<file path="src/rtl/sclib_tmr_hs_rx_pkg.sv">
// Shared definitions for the TMR 4-phase handshake receiver:
// one-hot FSM encodings and the 3-input majority voter.
package sclib_tmr_hs_rx_pkg;

   localparam int ST_W = 6;

   typedef enum logic [ST_W-1:0] {
      ST_IDLE  = 6'b000001,
      ST_SETTL = 6'b000010,
      ST_CAPT  = 6'b000100,
      ST_HOLD  = 6'b001000,
      ST_ACKW  = 6'b010000,
      ST_RECOV = 6'b100000
   } hs_state_e;

   function automatic logic [ST_W-1:0] maj3_st(input logic [ST_W-1:0] a,
                                                input logic [ST_W-1:0] b,
                                                input logic [ST_W-1:0] c);
      return (a & b) | (a & c) | (b & c);
   endfunction

endpackage

</file>
<file path="src/rtl/sclib_tmr_syncff.sv">
// Triplicated multi-stage synchronizer; the output is the bitwise vote of the
// last stage of three independent chains.
module sclib_tmr_syncff #(
   parameter int SYNCC    = 2,
   parameter bit SET1RST0 = 1'b0
) (
   input  logic i_clk,
   input  logic i_rst_n,
   input  logic i_d,
   output logic o_q
);

   (* dont_touch = "true" *) logic [SYNCC-1:0] r_ch0;
   (* dont_touch = "true" *) logic [SYNCC-1:0] r_ch1;
   (* dont_touch = "true" *) logic [SYNCC-1:0] r_ch2;

   always_ff @(posedge i_clk or negedge i_rst_n) begin
      if (!i_rst_n) begin
         r_ch0 <= {SYNCC{SET1RST0}};
         r_ch1 <= {SYNCC{SET1RST0}};
         r_ch2 <= {SYNCC{SET1RST0}};
      end else begin
         r_ch0 <= {r_ch0[SYNCC-2:0], i_d};
         r_ch1 <= {r_ch1[SYNCC-2:0], i_d};
         r_ch2 <= {r_ch2[SYNCC-2:0], i_d};
      end
   end

   assign o_q = (r_ch0[SYNCC-1] & r_ch1[SYNCC-1]) |
                (r_ch0[SYNCC-1] & r_ch2[SYNCC-1]) |
                (r_ch1[SYNCC-1] & r_ch2[SYNCC-1]);

endmodule

</file>
<file path="src/rtl/sclib_tmr_hs_rx.sv">
// Receive side of a 4-phase REQ/ACK handshake from an asynchronous sender, with
// triplicated self-scrubbing FSM and data capture, presented on a valid/ready port.
module sclib_tmr_hs_rx
   import sclib_tmr_hs_rx_pkg::*;
#(
   parameter int SYNCC  = 2,
   parameter int DW     = 8,
   parameter int SETTLE = 1,
   parameter int TOUT   = 255
) (
   input  logic            CLK,
   input  logic            SRB,
   input  logic            REQ,
   input  logic [DW-1:0]   DIN,
   output logic            ACK,
   output logic [DW-1:0]   DOUT,
   output logic            DVALID,
   input  logic            DREADY,
   output logic            BUSY,
   output logic            TOUT_ERR,
   output logic            PROTO_ERR,
   output logic [ST_W-1:0] DBG_STATE
);

   localparam int TW = (TOUT > 0) ? $clog2(TOUT + 1) : 1;
   localparam int FW = $clog2(SYNCC + 1);
   localparam logic [TW-1:0] TMAX     = TW'(TOUT);
   localparam logic [3:0]    CNT_INIT = (SETTLE > 0) ? 4'(SETTLE - 1) : 4'd0;

   logic w_req_s;

   (* dont_touch = "true" *) hs_state_e r_st0;
   (* dont_touch = "true" *) hs_state_e r_st1;
   (* dont_touch = "true" *) hs_state_e r_st2;
   (* dont_touch = "true" *) logic [DW-1:0] r_dout0;
   (* dont_touch = "true" *) logic [DW-1:0] r_dout1;
   (* dont_touch = "true" *) logic [DW-1:0] r_dout2;

   hs_state_e     w_st_vote;
   hs_state_e     w_st_nxt;
   logic          w_load;
   logic          w_perr;
   logic          w_terr;
   logic          w_fill_done;
   logic [TW-1:0] w_tmr_inc;

   logic          r_armed;
   logic [FW-1:0] r_fill;
   logic [3:0]    r_cnt;
   logic [TW-1:0] r_tmr;
   logic          r_ack;
   logic          r_dvalid;
   logic          r_busy;
   logic          r_terr;
   logic          r_perr;

   sclib_tmr_syncff #(.SYNCC(SYNCC), .SET1RST0(1'b0)) u_req_sync (
      .i_clk   (CLK),
      .i_rst_n (SRB),
      .i_d     (REQ),
      .o_q     (w_req_s)
   );

   assign w_st_vote   = hs_state_e'(maj3_st(r_st0, r_st1, r_st2));
   // The reset value of the synchronizer is not a real observation of REQ, so
   // arming waits until the chain has been refilled from the pin.
   assign w_fill_done = (r_fill == FW'(SYNCC));
   assign w_tmr_inc   = (&r_tmr) ? r_tmr : r_tmr + 1'b1;

   always_comb begin
      w_st_nxt = w_st_vote;
      w_load   = 1'b0;
      w_perr   = 1'b0;
      w_terr   = 1'b0;
      case (w_st_vote)
         ST_IDLE:  if (r_armed && w_req_s) w_st_nxt = (SETTLE == 0) ? ST_CAPT : ST_SETTL;
         ST_SETTL: begin
            if (!w_req_s) begin
               w_st_nxt = ST_IDLE;
               w_perr   = 1'b1;
            end else if (r_cnt == 4'd0) begin
               w_st_nxt = ST_CAPT;
            end
         end
         ST_CAPT: begin
            if (!w_req_s) begin
               w_st_nxt = ST_IDLE;
               w_perr   = 1'b1;
            end else begin
               w_st_nxt = ST_HOLD;
               w_load   = 1'b1;
            end
         end
         // A sender abort wins over a simultaneous consumer accept.
         ST_HOLD: begin
            if (!w_req_s) begin
               w_st_nxt = ST_IDLE;
               w_perr   = 1'b1;
            end else if (DREADY) begin
               w_st_nxt = ST_ACKW;
            end
         end
         ST_ACKW: begin
            if (!w_req_s) begin
               w_st_nxt = ST_IDLE;
            end else if ((TOUT > 0) && (w_tmr_inc >= TMAX)) begin
               w_st_nxt = ST_RECOV;
               w_terr   = 1'b1;
            end
         end
         ST_RECOV: if (!w_req_s) w_st_nxt = ST_IDLE;
         default:  w_st_nxt = ST_IDLE;
      endcase
   end

   always_ff @(posedge CLK or negedge SRB) begin
      if (!SRB) begin
         r_st0    <= ST_IDLE;
         r_st1    <= ST_IDLE;
         r_st2    <= ST_IDLE;
         r_armed  <= 1'b0;
         r_fill   <= '0;
         r_cnt    <= 4'd0;
         r_tmr    <= '0;
         r_dout0  <= '0;
         r_dout1  <= '0;
         r_dout2  <= '0;
         r_ack    <= 1'b0;
         r_dvalid <= 1'b0;
         r_busy   <= 1'b0;
         r_terr   <= 1'b0;
         r_perr   <= 1'b0;
      end else begin
         // Every copy reloads from the vote, so a single upset copy heals in one cycle.
         r_st0 <= w_st_nxt;
         r_st1 <= w_st_nxt;
         r_st2 <= w_st_nxt;
         if (!w_fill_done) r_fill <= r_fill + 1'b1;
         if (!w_req_s && ((w_st_vote == ST_IDLE && w_fill_done) || w_st_vote == ST_RECOV))
            r_armed <= 1'b1;
         else if (w_terr)
            r_armed <= 1'b0;
         if (w_st_nxt == ST_SETTL && w_st_vote != ST_SETTL)
            r_cnt <= CNT_INIT;
         else if (w_st_vote == ST_SETTL && r_cnt != 4'd0)
            r_cnt <= r_cnt - 4'd1;
         r_tmr <= (w_st_vote == ST_ACKW) ? w_tmr_inc : '0;
         if (w_load) begin
            r_dout0 <= DIN;
            r_dout1 <= DIN;
            r_dout2 <= DIN;
         end
         r_ack    <= (w_st_nxt == ST_ACKW);
         r_dvalid <= (w_st_nxt == ST_HOLD);
         r_busy   <= (w_st_nxt != ST_IDLE);
         r_terr   <= w_terr;
         r_perr   <= w_perr;
      end
   end

   assign ACK       = r_ack;
   assign DVALID    = r_dvalid;
   assign BUSY      = r_busy;
   assign TOUT_ERR  = r_terr;
   assign PROTO_ERR = r_perr;
   assign DOUT      = (r_dout0 & r_dout1) | (r_dout0 & r_dout2) | (r_dout1 & r_dout2);
   assign DBG_STATE = w_st_vote;

endmodule

</file>
<file path="config.mk">
export PLATFORM = sky130hd
export DESIGN_NAME = sclib_tmr_hs_rx
export DESIGN_NICKNAME = d
export VERILOG_FILES = /design/src/rtl/sclib_tmr_hs_rx_pkg.sv /design/src/rtl/sclib_tmr_syncff.sv /design/src/rtl/sclib_tmr_hs_rx.sv
export SDC_FILE = /design/constraint.sdc
export NUM_CORES = 1
export LEC_CHECK = 0
export ABC_AREA = 1
export CAP_MARGIN = 0
export CORE_MARGIN = 1.5
export CORE_UTILIZATION = 45
export DETAILED_ROUTE_END_ITERATION = 10
export PLACE_DENSITY = 0.7
export SETUP_SLACK_MARGIN = 0.2
export SYNTH_ARGS = -nofsm -noshare
export SYNTH_HDL_FRONTEND = slang
export SYNTH_SLANG_ARGS = --single-unit
</file>
<file path="constraint.sdc">
create_clock -name CLK -period 3.6 [get_ports CLK]
set_input_delay 0.72 -clock CLK [delete_from_list [all_inputs] [get_ports CLK]]
set_output_delay 0.72 -clock CLK [all_outputs]
set_load 0.01 [all_outputs]
</file>
==> flow_metrics.env, run 1 <==
export IMPL_post_cts_setup_buffer_count=0
export IMPL_fmax_mhz=473
export IMPL_p_leak_nw=1.08
export IMPL_core_footprint_um2=3660
export IMPL_timing_hold_worst_endpoint="u_req_sync.r_ch0[1]$_DFF_PN0_"
export IMPL_top_area_cell_type_share_of_the_netlist_area=0.510
export IMPL_seqCellArea_um2=902
export IMPL_post_synth_top_count_cell="nand2_1"
export IMPL_detail_route_vias_per_cell=4.88
export IMPL_worst_skew_pair_late_latency_ns=0.29
export IMPL_cell_rows=22
export IMPL_grtUsageTotal=0.168
export IMPL_vert_die_dim_um=64.8
export IMPL_finalMaxSlewViolations=0
export IMPL_ys_top_cells_by_count="65 x nand2_1, 35 x dfrtp_1, 19 x inv_1, 11 x nand3_1, 10 x nor2_1"
export IMPL_route_antenna_remaining_nets=0
export IMPL_hold_class="reg -> reg"
export IMPL_met3_length_um=208
export IMPL_switchingPower_mw=0.320
export IMPL_crit_reg2reg_launch="r_tmr[1]$_DFF_PN0_"
export IMPL_outcome="finished clean"
export IMPL_crit_required_ns=2.88
export IMPL_synth_avg_cell_area_um2=8.72
export IMPL_fill_cells=315
export IMPL_antenna_found_initial=0
export IMPL_timing_setup_tns_ns=0
export IMPL_wl_met2_um=1340
export IMPL_dp_hpwl_um=2290
export IMPL_worst_setup_path_start_kind="flop"
export IMPL_power_ir_vdd_worst_mv=0.372
export IMPL_worstPathBufferInverterCount=1
export IMPL_most_used_flip_flop_cell_after_synthesis="dfrtp_1"
export IMPL_fraction_of_power_spent_switching_nets=0.296
export IMPL_grt_first_pass_wirelength_um=5350
export IMPL_holdPathStages=0
export IMPL_final_hold_viol_count=0
export IMPL_timing_max_slew_rel_slack=0.483
export IMPL_timing_final_crit_period_ns=2.11
export IMPL_synth_cell_type_count=27
export IMPL_insertedDiodeCount=0
export IMPL_internal_power_mw=0.760
export IMPL_post_route_cells_drive_above_1_share=0.128
export IMPL_wl_per_cell_um=11.0
export IMPL_r2r_cells=10
export IMPL_drt_pass1_iter_count=4
export IMPL_globalRoute_totalOverflow=0
export IMPL_layout_area_overhead_vs_synth_pct=25.4
export IMPL_rr_endpoint="r_armed$_DFFE_PN0P_"
export IMPL_final_period_utilization=0.587
export IMPL_synthArstFlopShare=1.00
export IMPL_mappedNetlistNets=212
export IMPL_synth_enable_flop_cells=0
export IMPL_ys_seq_area_frac=0.525
export IMPL_synth_area_leader_cell="dfrtp_1"
export IMPL_ctsHoldBuffers=0
export IMPL_numClockSinks=36
export IMPL_maximum_number_of_pins_on_one_net_before_global_route_repair=37
export IMPL_clock_tree_htree_level_count=2
export IMPL_hold_path_startpoint="u_req_sync.r_ch0[0]$_DFF_PN0_"
export IMPL_post_cts_resized_instances=0
export IMPL_worst_case_clock_skew_ns=0.00386
export IMPL_drc_violations_left=0
export IMPL_top_layer="met4"
export IMPL_max_clock_path_buffers=2
export IMPL_synth_seq_cells=36
export IMPL_worst_pin_slew_ns=0.776
export IMPL_worstPathArrival_ns=1.39
export IMPL_ff2ff_setup_slack_ns=1.93
export IMPL_finalWirelength_um=3100
export IMPL_clkSlewWorstSetupHoldPaths_ns=0.07
export IMPL_post_synth_main_area_contributors="dfrtp_1 51%, nand2_1 14%, inv_1 4.2%, nand3_1 3.2%, nor2_2 2.5%"
export IMPL_power_density_nw_per_um2=501
export IMPL_worstSetupEndpointType="primary output"
export IMPL_die_area_um2=4200
export IMPL_cp_top_family="flip-flops"
export IMPL_crit_fanout=5
export IMPL_pre_cts_slack_ns=1.79
export IMPL_port_buffer_count=30
export IMPL_master_cell_of_the_clock_root_buffer="clkbuf_8"
export IMPL_maxcap_violations=0
export IMPL_timing_critical_path_slowest_cell_delay_ns=0.57
export IMPL_path_class="reg -> out"
export IMPL_synthesis_instances=197
export IMPL_floorplan_io_pins=31
export IMPL_worstPathCellList="clkdlybuf4s50_1"
export IMPL_multi_input_comb_area_um2=722
export IMPL_critPathSlowestCell="dfstp_2"
export IMPL_cts_made_buffers=5
export IMPL_setup_viol_count_final=0
export IMPL_grt_setup_unrepaired="no"
export IMPL_power_clock_fraction=0.252
export IMPL_final_setup_worst_slack_ns=1.49
export IMPL_final_gp_congestion=0.824
export IMPL_grt_pass1_vias=1244
export IMPL_comb_power_share=0.275
export IMPL_seq_power_share=0.474
export IMPL_fin_nets=249
export IMPL_ys_warnings_count=0
export IMPL_drt_iter0_drc=32
export IMPL_dr_total_vias=1382
export IMPL_tritoncts_clock_tree="done"
export IMPL_start_util=0.469
export IMPL_wl_met1_um=1510
export IMPL_die_w_um=64.8
export IMPL_syn_cell_area_um2=1720
[worst reg2reg max path, delay by kind of cell, from the launching register on]
family	cells	cell delay [ns]
and+or+nand+nor	9	0.92
DFF	1	0.39
adders and majority gates	1	0.26
[power by group through the flow]
stage                     Combinational [mW]  Sequential (mW)  Clock, mW
after floorplan                        0.111            0.544          0
after global placement                 0.297            0.517          0
after detailed placement               0.300            0.517          0
after CTS                              0.301            0.512      0.282
after global routing                   0.333            0.520      0.300
final                                  0.297            0.512      0.272
[through the flow]
step | utilization | hold slack [ns] | cell area, µm² | std cells | power, mW
final | 0.589 | 0.354 | 2150 | 283 | 1.08
after global routing | 0.589 | 0.371 | 2150 | 283 | 1.15
after CTS | 0.589 | 0.353 | 2150 | 283 | 1.10
after detailed placement | 0.566 | 0.335 | 2070 | 275 | 0.817
after global placement | 0.566 | 0.335 | 2070 | 275 | 0.814
after floorplan | - | 0.331 | 1720 | 197 | 0.655
[metal layers]
| metal | GRT usage | vias to the layer above |
|---|---|---|
| li1 | - | 710 |
| met1 | 0.212 | 642 |
| met2 | 0.253 | 25 |
| met3 | 0.0660 | 5 |
| met4 | 0.0798 | 0 |
| met5 | 0 | - |
[cell type report]
type                            count  share of cell area
Multi-Input combinational cell    136               0.335
Timing Repair Buffer               30               0.137
Inverter                           25              0.0436
Clock inverter                      1             0.00232
Sequential cell                    36               0.419
Clock buffer                        7              0.0354
Tap cell                           48              0.0279
[worst max-delay path by stage]
| stage | startpoint | end | cells after the start |
|---|---|---|---|
| after floorplan | r_tmr[0]$_DFF_PN0_ | r_armed$_DFFE_PN0P_ | 11 |
| after global placement | r_st2[0]$_DFF_PN1_ | DBG_STATE[0] | 1 |
| after detailed placement | r_st2[0]$_DFF_PN1_ | DBG_STATE[0] | 1 |
| after CTS | r_st2[0]$_DFF_PN1_ | DBG_STATE[0] | 1 |
| after global routing | r_st2[0]$_DFF_PN1_ | DBG_STATE[0] | 1 |
| final | r_st2[0]$_DFF_PN1_ | DBG_STATE[0] | 1 |
[layout by cell type, fill, tap and decap left out]
cell type        count
nand3_1             11
nor2_2               7
inv_2                5
o21ai_0              3
inv_1               19
clkbuf_8             5
clkdlybuf4s50_1     29
nor2_8               1
clkbuf_1             2
nand4_2              2
nor3_4               1
xnor2_1              2
nand2_2              1
clkinv_1             1
buf_2                1
nand3_2              2
dfrtp_1             35
ha_1                 3
o41ai_1              3
nand4_1              6
nor2_4               1
nand2_1             65
a31oi_1              1
nor3_1               3
nor2_1              10
dfstp_2              1
clkinv_2             1
o22ai_1              1
xor2_1               1
a21oi_1              6
nand2_4              2
o21ai_1              4
[flip-flops by register name (all words and copies together) (netlist names)]
register and flops:
r_tmr 8, TOUT_ERR 1, DVALID 1, u_req_sync.r_ch0 2, r_st2 6, r_fill 2
r_cnt 4, r_armed 1, PROTO_ERR 1, r_dout2 8, ACK 1, BUSY 1
[kinds of logic after synthesis]
logic type                 synth area share
AOI/OAI and AO/OA                    0.0605
buffers and inverters                0.0546
DFF                                   0.525
xor gates and xnor gates             0.0153
adders and majority gates            0.0219
and+or+nand+nor                       0.323
(Power assumes the default switching activity.)
==> run 2: changes to the inputs <==
PLACE_DENSITY = 0.73   (was 0.7)
clock period = 1.9 ns   (was 3.6 ns; I/O delays follow)
==> run 2 against run 1 <==
  * Global-route usage grew 0.50 points
  * Register-to-register slack worse by 1.6 ns
  * Setup slack got worse by 1.2 ns
  * Final cell count grew 1.1%
  * Sequential power grew 89%
  * Via count grew 2.6%
  * Utilization grew 1.6 points
  * Largest cell class unchanged
==> flow_metrics.env, run 2 (synthesized netlist as in run 1, its figures left out) <==
export IMPL_wl_met1_um=1480
export IMPL_mostFrequentLayoutCell="nand2_1"
export IMPL_drc_violations_left=0
export IMPL_most_common_layout_cells="65 x nand2_1, 31 x dfrtp_1, 28 x clkdlybuf4s50_1, 19 x inv_1"
export IMPL_finalMaxSlewViolations=0
export IMPL_maximum_number_of_pins_on_one_net_before_global_route_repair=37
export IMPL_timing_final_crit_period_ns=1.66
export IMPL_hold_class="in -> async"
export IMPL_internal_power_mw=1.47
export IMPL_finalWirelength_um=3280
export IMPL_switchingPower_mw=0.626
export IMPL_critPathSlowestCell="clkdlybuf4s50_1"
export IMPL_clkSlewWorstSetupHoldPaths_ns=0.07
export IMPL_die_w_um=64.8
export IMPL_max_clock_path_buffers=2
export IMPL_numClockSinks=36
export IMPL_worst_skew_pair_late_latency_ns=0.29
export IMPL_top_layer="met4"
export IMPL_fraction_of_power_spent_switching_nets=0.299
export IMPL_port_buffer_count=30
export IMPL_globalRoute_totalOverflow=0
export IMPL_outcome="finished clean"
export IMPL_antenna_found_initial=0
export IMPL_placedCellCount=277
export IMPL_route_antenna_remaining_nets=0
export IMPL_final_gp_congestion=0.823
export IMPL_wl_per_cell_um=11.5
export IMPL_start_util=0.469
export IMPL_vert_die_dim_um=64.8
export IMPL_grt_pass1_vias=1290
export IMPL_ff2ff_setup_slack_ns=0.31
export IMPL_fin_nets=252
export IMPL_cell_rows=22
export IMPL_crit_reg2reg_launch="r_tmr[0]$_DFF_PN0_"
export IMPL_timing_setup_tns_ns=0
export IMPL_maxcap_violations=0
export IMPL_worst_pin_slew_ns=0.448
export IMPL_comb_power_share=0.268
export IMPL_grt_first_pass_wirelength_um=5490
export IMPL_fmax_mhz=604
export IMPL_worstPathBufferInverterCount=1
export IMPL_reg_top3="r_dout2 x8, r_tmr x8, r_st2 x6"
export IMPL_drt_iter0_drc=66
export IMPL_worst_case_clock_skew_ns=0.00751
export IMPL_ctsHoldBuffers=0
export IMPL_floorplan_io_pins=31
export IMPL_grtUsageTotal=0.173
export IMPL_power_density_nw_per_um2=945
export IMPL_cts_made_buffers=5
export IMPL_timing_critical_path_slowest_cell_delay_ns=0.56
export IMPL_post_route_cells_drive_above_1_share=0.176
export IMPL_worstSetupEndpointType="primary output"
export IMPL_stdcell_count=286
export IMPL_seq_power_share=0.463
export IMPL_worstPathArrival_ns=1.28
export IMPL_die_area_um2=4200
export IMPL_setup_viol_count_final=0
export IMPL_final_hold_viol_count=0
export IMPL_dp_hpwl_um=2340
export IMPL_worstPathCellList="clkdlybuf4s50_1"
export IMPL_worst_setup_path_start_kind="flop"
export IMPL_core_footprint_um2=3660
export IMPL_p_leak_nw=1.11
export IMPL_final_period_utilization=0.871
export IMPL_layout_area_overhead_vs_synth_pct=28.9
export IMPL_cp_top_family="buffers and inverters"
export IMPL_drt_pass1_iter_count=4
export IMPL_timing_max_slew_rel_slack=0.701
export IMPL_master_cell_of_the_clock_root_buffer="clkbuf_8"
export IMPL_met3_length_um=222
export IMPL_totalPowerFinal_mw=2.09
export IMPL_crit_start="r_st2[1]$_DFF_PN0_"
export IMPL_crit_required_ns=1.52
export IMPL_path_class="reg -> out"
export IMPL_detail_route_vias_per_cell=4.96
export IMPL_power_clock_fraction=0.269
export IMPL_insertedDiodeCount=0
export IMPL_tritoncts_clock_tree="done"
export IMPL_dr_total_vias=1418
export IMPL_crit_fanout=4
export IMPL_grt_setup_unrepaired="yes"
export IMPL_power_ir_vdd_worst_mv=0.731
export IMPL_clock_tree_htree_level_count=2
export IMPL_wl_met2_um=1500
run 2: cell type report:
class | instances | area [µm²]
Timing Repair Buffer | 33 | 317
Clock inverter | 2 | 10.0
Fill cell | 339 | 1450
Tap cell | 48 | 60.1
Inverter | 25 | 93.8
Clock buffer | 6 | 82.6
Sequential cell | 36 | 907
Multi-Input combinational cell | 136 | 744
run 2: metal layers:
layer	vias up	track usage
met4	0	0.0771
li1	714	-
met1	655	0.217
met2	40	0.267
met3	9	0.0642
met5	-	0
run 2: final timing paths:
kind                                                 endpoint  cells after the start
min in group CLK                u_req_sync.r_ch0[1]$_DFF_PN0_                      0
max in group asynchronous                  r_st2[2]$_DFF_PN0_                      2
worst max-delay path                             DBG_STATE[1]                      1
worst min register to register  u_req_sync.r_ch0[1]$_DFF_PN0_                      0
worst min-delay path                       r_tmr[3]$_DFF_PN0_                      2
worst max register to register            r_armed$_DFFE_PN0P_                     10
run 2: power groups by stage:
| stage | Combinational, mW | Sequential, mW | Clock (mW) |
|---|---|---|---|
| 2_1_floorplan | 0.210 | 1.03 | 0 |
| 3_3_place_gp | 0.564 | 0.981 | 0 |
| 3_5_place_dp | 0.570 | 0.981 | 0 |
| 4_1_cts | 0.566 | 0.969 | 0.580 |
| 5_1_grt | 0.626 | 0.982 | 0.607 |
| 6_report | 0.561 | 0.969 | 0.563 |
run 2: timing repair:
item                                    CTS  global route
endpoints found under the setup margin    2             8
cloned                                    0             0
resized for setup                         2             7
pin swaps                                 0             2
setup buffers                             0             1
run 2: per-stage QoR:
stage	area, µm²	util	worst slack, ns	hold slack (ns)
2_1_floorplan	1720	-	0.383	0.0844
3_3_place_gp	2090	0.570	0.318	0.335
3_5_place_dp	2090	0.570	0.263	0.341
4_1_cts	2180	0.596	0.208	0.131
5_1_grt	2210	0.605	0.176	0.160
6_report	2210	0.605	0.244	0.110
run 2: worst register-to-register path: cells and delay by family (launching register included):
kind / cells / cell delay [ns]
DFF: 1 / 0.41
and+or+nand+nor: 9 / 0.91
adders and majority gates: 1 / 0.17
==> run 3: changes to the inputs <==
--- a/config.mk
+++ b/config.mk
@@ -6,8 +6,8 @@
 export NUM_CORES = 1
 export LEC_CHECK = 0
-export ABC_AREA = 1
 export CAP_MARGIN = 0
 export CORE_MARGIN = 1.5
 export CORE_UTILIZATION = 45
+export CTS_CLUSTER_DIAMETER = 30
 export DETAILED_ROUTE_END_ITERATION = 10
 export PLACE_DENSITY = 0.73
==> constraint.sdc (replaced) <==
create_clock -name CLK -period 1.9 [get_ports CLK]
set_input_delay 0.38 -clock CLK [delete_from_list [all_inputs] [get_ports CLK]]
set_output_delay 0.38 -clock CLK [all_outputs]
set_load 0.005 [all_outputs]
==> run 3 against run 2 <==
  * Sequential share of layout area shrank 5.6 points
  * Die area grew 1.4%
  * Largest power group unchanged
  * Highest routed layer unchanged
  * Sequential power shrank 12%
  * Synthesized cell count shrank 16%
  * Clock-buffer cell count grew 2
  * The run now ends with setup timing left
  * Flip-flop and latch count is the same
==> flow_metrics.env, run 3 <==
export IMPL_outcome="finished with violations"
export IMPL_failed_checks="setup timing"
export IMPL_fraction_of_power_spent_switching_nets=0.240
export IMPL_timing_final_crit_period_ns=2.07
export IMPL_worst_skew_pair_late_latency_ns=0.28
export IMPL_ys_warnings_count=0
export IMPL_power_ir_vdd_worst_mv=0.550
export IMPL_synth_seq_cells=36
export IMPL_vert_die_dim_um=65.2
export IMPL_fin_nets=242
export IMPL_p_leak_nw=1.20
export IMPL_hold_class="reg -> reg"
export IMPL_dr_total_vias=1535
export IMPL_stdcell_count=276
export IMPL_start_util=0.473
export IMPL_mostFrequentLayoutCell="dfrtp_1"
export IMPL_grt_first_pass_wirelength_um=6570
export IMPL_pre_cts_slack_ns=-0.112
export IMPL_maxcap_violations=0
export IMPL_power_density_nw_per_um2=706
export IMPL_worst_pin_slew_ns=0.462
export IMPL_numClockSinks=36
export IMPL_synth_area_leader_cell="dfrtp_1"
export IMPL_synthArstFlopShare=1.00
export IMPL_ys_top_cells_by_count="35 x dfrtp_1, 14 x nand2_1, 14 x nor2_1, 10 x o21ai_0, 8 x mux2_2"
export IMPL_drt_pass1_iter_count=4
export IMPL_tritoncts_clock_tree="done"
export IMPL_reg_top3="r_dout2 x8, r_tmr x8, r_st2 x6"
export IMPL_worstSetupEndpointType="flop"
export IMPL_comb_power_share=0.201
export IMPL_master_cell_of_the_clock_root_buffer="clkbuf_8"
export IMPL_port_buffer_count=30
export IMPL_post_synth_main_area_contributors="dfrtp_1 50%, mux2_2 5.2%, nand2_1 3.0%, nor2_1 3.0%, o21ai_0 2.9%"
export IMPL_maximum_number_of_pins_on_one_net_before_global_route_repair=37
export IMPL_worst_case_clock_skew_ns=0.00523
export IMPL_drt_iter0_drc=122
export IMPL_clock_tree_htree_level_count=2
export IMPL_synthesis_instances=165
export IMPL_fmax_mhz=483
export IMPL_mappedNetlistNets=180
export IMPL_core_footprint_um2=3690
export IMPL_synth_enable_flop_cells=0
export IMPL_syn_cell_area_um2=1740
export IMPL_final_setup_worst_slack_ns=-0.169
export IMPL_crit_fanout=3
export IMPL_final_period_utilization=1.09
export IMPL_cts_made_buffers=5
export IMPL_synth_avg_cell_area_um2=10.6
export IMPL_post_synth_top_count_cell="dfrtp_1"
export IMPL_most_used_flip_flop_cell_after_synthesis="dfrtp_1"
export IMPL_cell_rows=22
export IMPL_grt_pass1_vias=1473
export IMPL_switchingPower_mw=0.433
export IMPL_clkSlewWorstSetupHoldPaths_ns=0.07
export IMPL_internal_power_mw=1.37
export IMPL_top_area_cell_type_share_of_the_netlist_area=0.503
export IMPL_finalMaxSlewViolations=0
export IMPL_dp_hpwl_um=2540
export IMPL_post_route_cells_drive_above_1_share=0.294
export IMPL_setup_viol_count_final=4
export IMPL_die_area_um2=4260
export IMPL_globalRoute_totalOverflow=0
export IMPL_drc_violations_left=0
export IMPL_die_w_um=65.2
export IMPL_floorplan_io_pins=31
export IMPL_ff2ff_setup_slack_ns=-0.17
export IMPL_layout_area_overhead_vs_synth_pct=46.4
export IMPL_worstPathArrival_ns=2.24
export IMPL_placedCellCount=249
export IMPL_antenna_found_initial=0
export IMPL_max_clock_path_buffers=2
export IMPL_path_class="reg -> reg"
export IMPL_route_antenna_remaining_nets=0
export IMPL_seq_power_share=0.471
export IMPL_timing_max_slew_rel_slack=0.692
export IMPL_grt_setup_unrepaired="yes"
export IMPL_power_clock_fraction=0.329
export IMPL_grtUsageTotal=0.203
export IMPL_crit_required_ns=2.07
export IMPL_insertedDiodeCount=0
export IMPL_final_hold_viol_count=0
export IMPL_wl_per_cell_um=15.7
export IMPL_worst_setup_path_start_kind="flop"
export IMPL_ys_seq_area_frac=0.518
export IMPL_most_common_layout_cells="35 x dfrtp_1, 25 x clkdlybuf4s50_1, 25 x buf_4, 12 x nand2_1, 11 x nor2_1"
export IMPL_detail_route_vias_per_cell=5.56
export IMPL_finalWirelength_um=4320
export IMPL_final_gp_congestion=0.835
export IMPL_timing_setup_tns_ns=-0.438
export IMPL_synth_cell_type_count=50
## run 3: final timing paths
check / endpoint / cells after the start / start
max: r_st2[4]$_DFF_PN0_ / 6 / r_tmr[1]$_DFF_PN0_
min: u_req_sync.r_ch0[1]$_DFF_PN0_ / 0 / u_req_sync.r_ch0[0]$_DFF_PN0_
max reg2reg: r_st2[4]$_DFF_PN0_ / 6 / r_tmr[1]$_DFF_PN0_
min reg2reg: u_req_sync.r_ch0[1]$_DFF_PN0_ / 0 / u_req_sync.r_ch0[0]$_DFF_PN0_
max in group asynchronous: r_st2[0]$_DFF_PN1_ / 2 / SRB
min in group asynchronous: r_fill[0]$_DFFE_PN0P_ / 2 / SRB
## run 3: per-layer routing
| layer | GRT usage | vias up | wire length (µm) |
|---|---|---|---|
| met5 | 0 | - | 0 |
| met4 | 0.0885 | 0 | 132 |
| met3 | 0.0462 | 14 | 213 |
| met2 | 0.348 | 47 | 2240 |
| met1 | 0.244 | 753 | 1740 |
| li1 | - | 721 | - |
## run 3: worst max-delay path, cell delays in order (launching register included)
cell	delay [ns]
dfrtp_1	0.42
ha_4	0.28
and2b_2	0.16
a31oi_1	0.08
a211o_1	0.26
or4_4	0.51
a31o_1	0.25
## run 3: per-stage QoR
stage                     area, µm²  power, mW  utilization  hold slack, ns
final                          2550       1.80        0.692           0.356
after global routing           2550       1.88        0.692           0.359
after CTS                      2360       1.76        0.640           0.357
after detailed placement       2180       1.16        0.592           0.341
after global placement         2180       1.15        0.592           0.336
after floorplan                1780      0.987            -          0.0844
## run 3: power groups by stage
stage | logic, mW | clock network (mW) | registers, mW
4_1_cts | 0.309 | 0.607 | 0.847
5_1_grt | 0.386 | 0.641 | 0.854
6_report | 0.362 | 0.593 | 0.849
3_5_place_dp | 0.298 | 0 | 0.863
3_3_place_gp | 0.293 | 0 | 0.861
2_1_floorplan | 0.117 | 0 | 0.870
## run 3: area by class of cell
class                      count  area, µm²
sequential                    36        902
fill                         282       1140
tap                           48       60.1
inverter                       6       22.5
timing repair buffer          61        561
multi-input combinational    117        907
clock buffer                   8        100
## run 3: kinds of logic (layout without fill, tap and decap cells)
kind of cell / count (synthesis) / after routing / synth area share
AND/OR/NAND/NOR: 63 / 63 / 0.201
AO/OA/AOI/OAI: 37 / 37 / 0.143
flip-flops: 36 / 36 / 0.518
buffers and inverters: 12 / 75 / 0.0337
multiplexers: 10 / 10 / 0.0632
XOR/XNOR: 4 / 4 / 0.0201
adder cells (fa/ha/maj): 3 / 3 / 0.0215
## run 3: repair_timing
action / in CTS / in global routing
pin swaps: 3 / 10
gates resized for setup: 6 / 30
buffers inserted: 8 / 11
setup endpoints to repair: 18 / 27
hold buffers: 0 / 0
